<file path="config.mk">
export PLATFORM = sky130hd
export DESIGN_NAME = matrix_job_scheduler
export DESIGN_NICKNAME = d
export VERILOG_FILES = /design/src/rtl/matrix_job_scheduler.sv
export SDC_FILE = /design/constraint.sdc
export NUM_CORES = 1
export LEC_CHECK = 0
export ABC_CLOCK_PERIOD_IN_PS = 13800
export BUFFER_PORTS_ARGS = -buffer_cell sky130_fd_sc_hd__clkbuf_2
export CAP_MARGIN = 20
export CORE_ASPECT_RATIO = 0.7
export CORE_UTILIZATION = 35
export DETAILED_ROUTE_END_ITERATION = 12
export PLACE_DENSITY = 0.5
export SYNTH_ARGS = -nofsm -noshare
export SYNTH_HDL_FRONTEND = slang
export SYNTH_SLANG_ARGS = --single-unit
</file>
<file path="constraint.sdc">
create_clock -name clk -period 13.8 [get_ports clk]
set_clock_uncertainty 0.1 [all_clocks]
set_input_delay 0.69 -clock clk [delete_from_list [all_inputs] [get_ports clk]]
set_output_delay 0.69 -clock clk [all_outputs]
set_load 0.02 [all_outputs]
</file>
<file path="src/rtl/matrix_job_scheduler.sv">
// Job scheduler: buffers matrix job descriptors in a FIFO and launches them one at a
// time on a matrix processor, retiring each on procDone (zero-count jobs retire directly).
module matrix_job_scheduler #(
    parameter int WIDTH = 32,
    parameter int DEPTH = 4
) (
    input  logic             clk,
    input  logic             rst,
    input  logic             jobValid,
    output logic             jobReady,
    input  logic [WIDTH-1:0] jobMatrixAddr,
    input  logic [WIDTH-1:0] jobDataInAddr,
    input  logic [WIDTH-1:0] jobDataOutAddr,
    input  logic [13:0]      jobCount,
    input  logic             flush,
    output logic             procStart,
    output logic [WIDTH-1:0] procMatrixAddr,
    output logic [WIDTH-1:0] procDataInAddr,
    output logic [WIDTH-1:0] procDataOutAddr,
    output logic [13:0]      procWorkItemCount,
    input  logic             procDone,
    output logic             busy,
    output logic [$clog2(DEPTH):0] queueLevel,
    output logic [15:0]      jobsCompleted
);
    localparam int PW = $clog2(DEPTH);

    typedef struct packed {
        logic [WIDTH-1:0] m_addr;
        logic [WIDTH-1:0] i_addr;
        logic [WIDTH-1:0] o_addr;
        logic [13:0]      cnt;
    } job_t;

    typedef enum logic [1:0] {IDLE, LAUNCH, RUN} state_t;

    state_t        state, state_nxt;
    job_t          mem [DEPTH];
    job_t          head;
    logic [PW-1:0] wr_ptr, rd_ptr;
    logic [PW:0]   level;
    logic          full, empty, push, pop, launch, retire;

    assign full     = (level == (PW+1)'(DEPTH));
    assign empty    = (level == '0);
    // Ready is independent of jobValid; reset and flush both close the door.
    assign jobReady = !rst && !full && !flush;
    assign push     = jobValid && jobReady;
    assign head     = mem[rd_ptr];

    assign procStart  = (state == LAUNCH);
    assign busy       = (state != IDLE);
    assign queueLevel = level;

    always_ff @(posedge clk or posedge rst) begin
        if (rst) state <= IDLE;
        else     state <= state_nxt;
    end

    always_comb begin
        state_nxt = state;
        pop       = 1'b0;
        launch    = 1'b0;
        retire    = 1'b0;
        case (state)
            IDLE: begin
                // flush pre-empts any pop in the same cycle
                if (!empty && !flush) begin
                    pop = 1'b1;
                    if (head.cnt != '0) begin
                        launch    = 1'b1;
                        state_nxt = LAUNCH;
                    end else begin
                        retire = 1'b1;
                    end
                end
            end
            LAUNCH: state_nxt = RUN;
            RUN: begin
                if (procDone) begin
                    retire    = 1'b1;
                    state_nxt = IDLE;
                end
            end
            default: state_nxt = IDLE;
        endcase
    end

    always_ff @(posedge clk) begin
        if (push) mem[wr_ptr] <= '{jobMatrixAddr, jobDataInAddr, jobDataOutAddr, jobCount};
    end

    always_ff @(posedge clk or posedge rst) begin
        if (rst) begin
            wr_ptr <= '0;
            rd_ptr <= '0;
            level  <= '0;
        end else if (flush) begin
            wr_ptr <= '0;
            rd_ptr <= '0;
            level  <= '0;
        end else begin
            if (push) wr_ptr <= wr_ptr + 1'b1;
            if (pop)  rd_ptr <= rd_ptr + 1'b1;
            case ({push, pop})
                2'b10:   level <= level + 1'b1;
                2'b01:   level <= level - 1'b1;
                default: level <= level;
            endcase
        end
    end

    always_ff @(posedge clk or posedge rst) begin
        if (rst) begin
            procMatrixAddr    <= '0;
            procDataInAddr    <= '0;
            procDataOutAddr   <= '0;
            procWorkItemCount <= '0;
        end else if (launch) begin
            procMatrixAddr    <= head.m_addr;
            procDataInAddr    <= head.i_addr;
            procDataOutAddr   <= head.o_addr;
            procWorkItemCount <= head.cnt;
        end
    end

    always_ff @(posedge clk or posedge rst) begin
        if (rst)         jobsCompleted <= '0;
        else if (retire) jobsCompleted <= jobsCompleted + 1'b1;
    end
endmodule

</file>
==> results.json, run 1 <==
{
  "vias": 9808,
  "numPlacedInstances": 1958,
  "cts_tree": "built",
  "finalNonFillerCells": 2068,
  "drive_gt1_share_pct": 46.0,
  "initial_core_util_pct": 35.7,
  "htreeDepth": 2,
  "synth.top_cell.area_share_pct": 61.4,
  "synth_area_leaders": "edfxtp_1, dfrtp_1, mux4_2",
  "antenna_found_initial": 6,
  "ys_seq_elements": 575,
  "synthArstFlopShare_pct": 23.5,
  "yosysUniqueCellTypes": 35,
  "synthCells": 930,
  "outcome": "completed",
  "ys_top_cells_by_count": "edfxtp_1, dfrtp_1, mux4_2",
  "area_growth_pct": 18.6,
  "ys_seq_area_share_pct": 77.0,
  "post_cts_buffers": 0,
  "drt_iter0_drc": 571,
  "grt_max_degree": 80,
  "detail_route.wl_per_cell_um": 21.4,
  "vdd_drop_max_mv": 0.0896,
  "die_w_um": 298,
  "ctsRootBufferMaster": "clkbuf_16",
  "first_global_vias": 10342,
  "postRouteAntennaNets": 0,
  "fp-row-count": 75,
  "drc": 0,
  "place_congestion": 0.682,
  "yosys.area.top_type": "edfxtp_1",
  "yosysMostFrequentCell": "edfxtp_1",
  "track_usage_pct": 14.3,
  "clock-sinks": 575,
  "clk_pin_slew_ns": 0.06,
  "cap_violations": 0,
  "relSlewSlack_pct": 31.4,
  "p_leak_nw": 9.16,
  "syn_avg_cell_area_sq_um": 23.2,
  "clock.fmax_mhz": 211,
  "cts_buffer_depth": 3,
  "core-area_sq_um": 60300,
  "worst_pin_slew_ns": 1.03,
  "synth.net_count": 1051,
  "postCtsHoldBufs": 0,
  "final_hold_viol_count": 0,
  "synth_edf_count": 440,
  "pin_count": 247,
  "cts_resized": 0,
  "io_buffers": 246,
  "setup_viol": 0,
  "wirelength_um": 44200,
  "post-route-min-period_ns": 4.74,
  "grt_first_pass_wirelength_um": 66700,
  "rsz0062_at_grt": "no",
  "drtPass1Iterations": 4,
  "yosys_warnings": 0,
  "synthesis.area_sq_um": 21500,
  "hp-class": "input port to asynchronous set/reset pin",
  "cts_buffers": 57,
  "crit_type": "flop to flop",
  "dieArea_sq_um": 62500,
  "die_y_um": 210,
  "synth-main-ff-cell": "edfxtp_1",
  "vias_per_cell": 4.74,
  "clk-insertion-delay-late_ns": 0.59,
  "arrival_ns": 5.11,
  "critical_path.max_fanout": 58,
  "start_kind": "flop",
  "post-route-period-util_pct": 34.3,
  "drv_slew": 0,
  "cellPowerDensity_nw_per_um2": 194,
  "endpoint_kind": "flop",
  "nNetsFinal": 1330,
  "setup_tns_ns": 0,
  "post-dp-hpwl_um": 25100,
  "overflow": 0,
  "cp.required_ns": 14.18
}
==> layout make-up <==
class	instances	area (sq um)
inverters	4	20.0
fillers	5276	34800
clock inverters	29	226
well taps	808	1010
flip-flops and latches	575	16600
diodes	2	5.00
repair buffers	260	1340
clock buffers	79	1630
multi-input cells	311	4710
==> sequential cells by signal, summed over array words and instances (netlist names), 3 cells and up <==
register	count
mem	440
procWorkItemCount	14
procDataInAddr	32
jobsCompleted	16
procDataOutAddr	32
queueLevel	3
procMatrixAddr	32
==> per-layer routing <==
metal	global-route usage (%)	wire, um	share of wire (%)	vias up
met2	22.4	20900	47	217
met1	20.0	20100	46	5165
met4	3.70	723	1.6	8
met3	3.46	2420	5.5	67
met5	0	62	0.14	-
li1	-	-	-	4351
==> report_power, final <==
part | leakage (nW) | switching [mW] | internal [mW]
clock network | 0.899 | 0.643 | 0.880
registers | 5.60 | 0.172 | 2.08
logic | 2.66 | 0.589 | 0.590
==> stage by stage <==
step	cell area [sq um]	worst slack (ns)	hold slack, ns	power [mW]	util, %
finish	25500	9.06	0.198	4.95	42.3
global route	25500	8.77	0.173	5.18	42.3
CTS	25500	8.88	0.158	5.04	42.3
detailed placement	23700	8.89	0.371	3.50	39.2
global placement	23700	8.97	0.365	3.48	39.2
floorplan	21500	9.11	0.438	3.10	-
==> critical path: stages, from the launching register on <==
cell and delay (ns):
dfrtp_4 1.05, buf_4 0.86, mux4_2 0.38, nor4_1 0.07, nand4_1 0.13, nor2b_4 0.62
buf_4 0.87, mux2_2 0.42
==> worst paths after layout <==
check                                         from                  to  slack (ns)  cells past startpoint
worst max-delay path                     rd_ptr[1]   procMatrixAddr[8]        9.06                      7
worst max register to register           rd_ptr[1]   procMatrixAddr[8]        9.06                      7
worst min-delay path                           rst       queueLevel[1]        0.20                      2
worst min register to register   jobsCompleted[15]   jobsCompleted[15]        0.37                      1
min in group clk                jobDataOutAddr[17]          mem[0][31]        0.21                      1
max in group asynchronous                      rst  procMatrixAddr[22]       12.05                      3
==> cell families (layout without fill, tap and decap cells) <==
logic type | after synthesis | in the layout | synth area share, %
fa+ha+maj | 6 | 6 | 0.383
xor+xnor | 20 | 20 | 0.813
compound gates | 4 | 4 | 0.139
buf+inv | 44 | 372 | 1.19
other cells | 0 | 2 | 0
simple gates | 57 | 57 | 1.43
mux | 224 | 224 | 19.0
flops | 575 | 575 | 77.0
==> placed cells by master (no fill, tap or decap), drive strengths merged, types with 2 or more instances in the layout <==
master	instances
nor3	2
xor2	4
mux4	110
and2	6
xnor2	16
edfxtp	440
buf	14
diode	2
dfrtp	135
ha	5
nor4	4
mux2i	2
inv	6
and3	5
nand2	6
clkinvlp	5
nand3	5
nand4	7
mux2	112
clkinv	19
nor2	12
nor2b	3
clkbuf	325
or2	2
bufinv	3
No activity file was read; power rests on OpenSTA's default activity.
==> inputs of run 2 (changes only) <==
Settings changed: ABC_CLOCK_PERIOD_IN_PS 13800 to 3800, PLACE_DENSITY 0.5 to 0.52.
Clock period 13.8 ns to 3.8 ns, I/O delays scaled along.
==> results.json, run 2 (synthesis gave the netlist of run 1 again) <==
{
  "grt_first_pass_wirelength_um": 67600,
  "r2r_slack_ns": 0.54,
  "final_hold_viol_count": 0,
  "grt_max_degree": 95,
  "layout_common_cells": "edfxtp_1, clkbuf_2, dfrtp_1",
  "die_w_um": 298,
  "largest_register": "mem",
  "place_congestion": 0.693,
  "die_y_um": 210,
  "overflow": 0,
  "track_usage_pct": 14.3,
  "cellPowerDensity_nw_per_um2": 676,
  "worst_pin_slew_ns": 0.852,
  "cts_buffer_depth": 3,
  "dieArea_sq_um": 62500,
  "htreeDepth": 2,
  "postRouteAntennaNets": 0,
  "worst-path-buf-inv": 1,
  "clock-sinks": 575,
  "wirelength_um": 43900,
  "setup_tns_ns": 0,
  "slowest_delay_ns": 0.74,
  "core-area_sq_um": 60300,
  "clock.fmax_mhz": 307,
  "p_leak_nw": 9.71,
  "arrival_ns": 3.63,
  "cts_buffers": 57,
  "nNetsFinal": 1451,
  "final_common_cell": "edfxtp_1",
  "drv_slew": 0,
  "area_growth_pct": 24.7,
  "slowest_stage": "dfrtp_4",
  "cp_top_family": "multiplexers",
  "finish.instance_area_sq_um": 26900,
  "vdd_drop_max_mv": 0.486,
  "cts_resized": 0,
  "outcome": "completed",
  "post_cts_buffers": 0,
  "cts_tree": "built",
  "fp-row-count": 75,
  "n_antenna_cell": 0,
  "drt_iter0_drc": 480,
  "setup_viol": 0,
  "endpoint_kind": "flop",
  "setup.worst_path.start": "rd_ptr[0]",
  "post-route-period-util_pct": 85.8,
  "clk-insertion-delay-late_ns": 0.59,
  "path_cells": "mux4_2 -> nor4_1 -> nand4_1 -> nor2b_4 -> buf_12 -> mux2_4",
  "numPlacedInstances": 1966,
  "initial_core_util_pct": 35.7,
  "post-dp-hpwl_um": 25400,
  "reg2reg_depth": 6,
  "relSlewSlack_pct": 43.2,
  "hold_depth": 6,
  "drtPass1Iterations": 4,
  "r2r_end": "procDataOutAddr[6]",
  "io_buffers": 246,
  "largest_reg_flops": 440,
  "worstHoldStart": "jobValid",
  "crit_type": "flop to flop",
  "vias_per_cell": 4.67,
  "rsz0062_at_grt": "no",
  "rr_startpoint": "rd_ptr[0]",
  "antenna_found_initial": 2,
  "clk_pin_slew_ns": 0.06,
  "final_util_pct": 44.5,
  "finalNonFillerCells": 2186,
  "hp-class": "input port to flop",
  "drive_gt1_share_pct": 42.2,
  "vias": 10205,
  "place_area_sq_um": 23900,
  "worst_hold_path.endpoint": "wr_ptr[1]",
  "first_global_vias": 11120,
  "pin_count": 247,
  "start_kind": "flop",
  "critical_path.max_fanout": 94,
  "cp.required_ns": 4.17,
  "drc": 0,
  "detail_route.wl_per_cell_um": 20.1,
  "post-route-min-period_ns": 3.26,
  "cap_violations": 0,
  "ctsRootBufferMaster": "clkbuf_16"
}
[run 2: layout make-up]
class                   instances  area (sq um)
repair buffers                381          2650
multi-input cells             311          4710
fillers                      5221         33500
well taps                     808          1010
clock inverters                24           251
flip-flops and latches        575         16600
inverters                       4          18.8
clock buffers                  83          1620
[run 2: routing by layer]
layer	part of all wire [%]	track usage, %	up-vias
li1	-	-	4577
met1	46	19.7	5330
met2	47	22.9	226
met3	4.5	3.11	68
met4	1.9	3.80	4
met5	0.046	0	-
[run 2: power by group]
part	switching [mW]	internal (mW)	total, mW
Sequential	0.572	7.54	8.11
Combinational	2.21	2.23	4.44
Clock	2.32	3.28	5.61
[run 2: worst max-delay path by stage]
stage | slack [ns] | cells after the start | endpoint
final | 0.54 | 6 | procDataOutAddr[6]
after global routing | 0.39 | 6 | procDataOutAddr[10]
after CTS | 0.47 | 6 | procDataOutAddr[6]
after detailed placement | 0.49 | 6 | procDataOutAddr[12]
after global placement | 0.57 | 6 | procDataOutAddr[10]
after floorplan | 0.45 | 4 | mem[0][0]
[run 2: repair_timing]
| item | in CTS | in global routing |
|---|---|---|
| hold buffers | 113 | 0 |
| endpoints found under the hold margin | 583 | 0 |
| setup endpoints to repair | 0 | 0 |
[run 2: metrics by stage]
stage	power, mW	hold WS (ns)	setup WS (ns)
after global routing	19.0	0.148	0.386
after floorplan	11.3	0.189	0.452
after detailed placement	12.7	0.311	0.492
after CTS	18.5	0.102	0.474
final	18.2	0.140	0.540
after global placement	12.7	0.305	0.571
[run 2: worst register-to-register path: cells and delay by family (launching register included)]
family / cells / cell delay (ns)
buffers and inverters: 1 / 0.30
multiplexers: 2 / 1.14
AND/OR/NAND/NOR: 3 / 0.87
flip-flops: 1 / 0.74
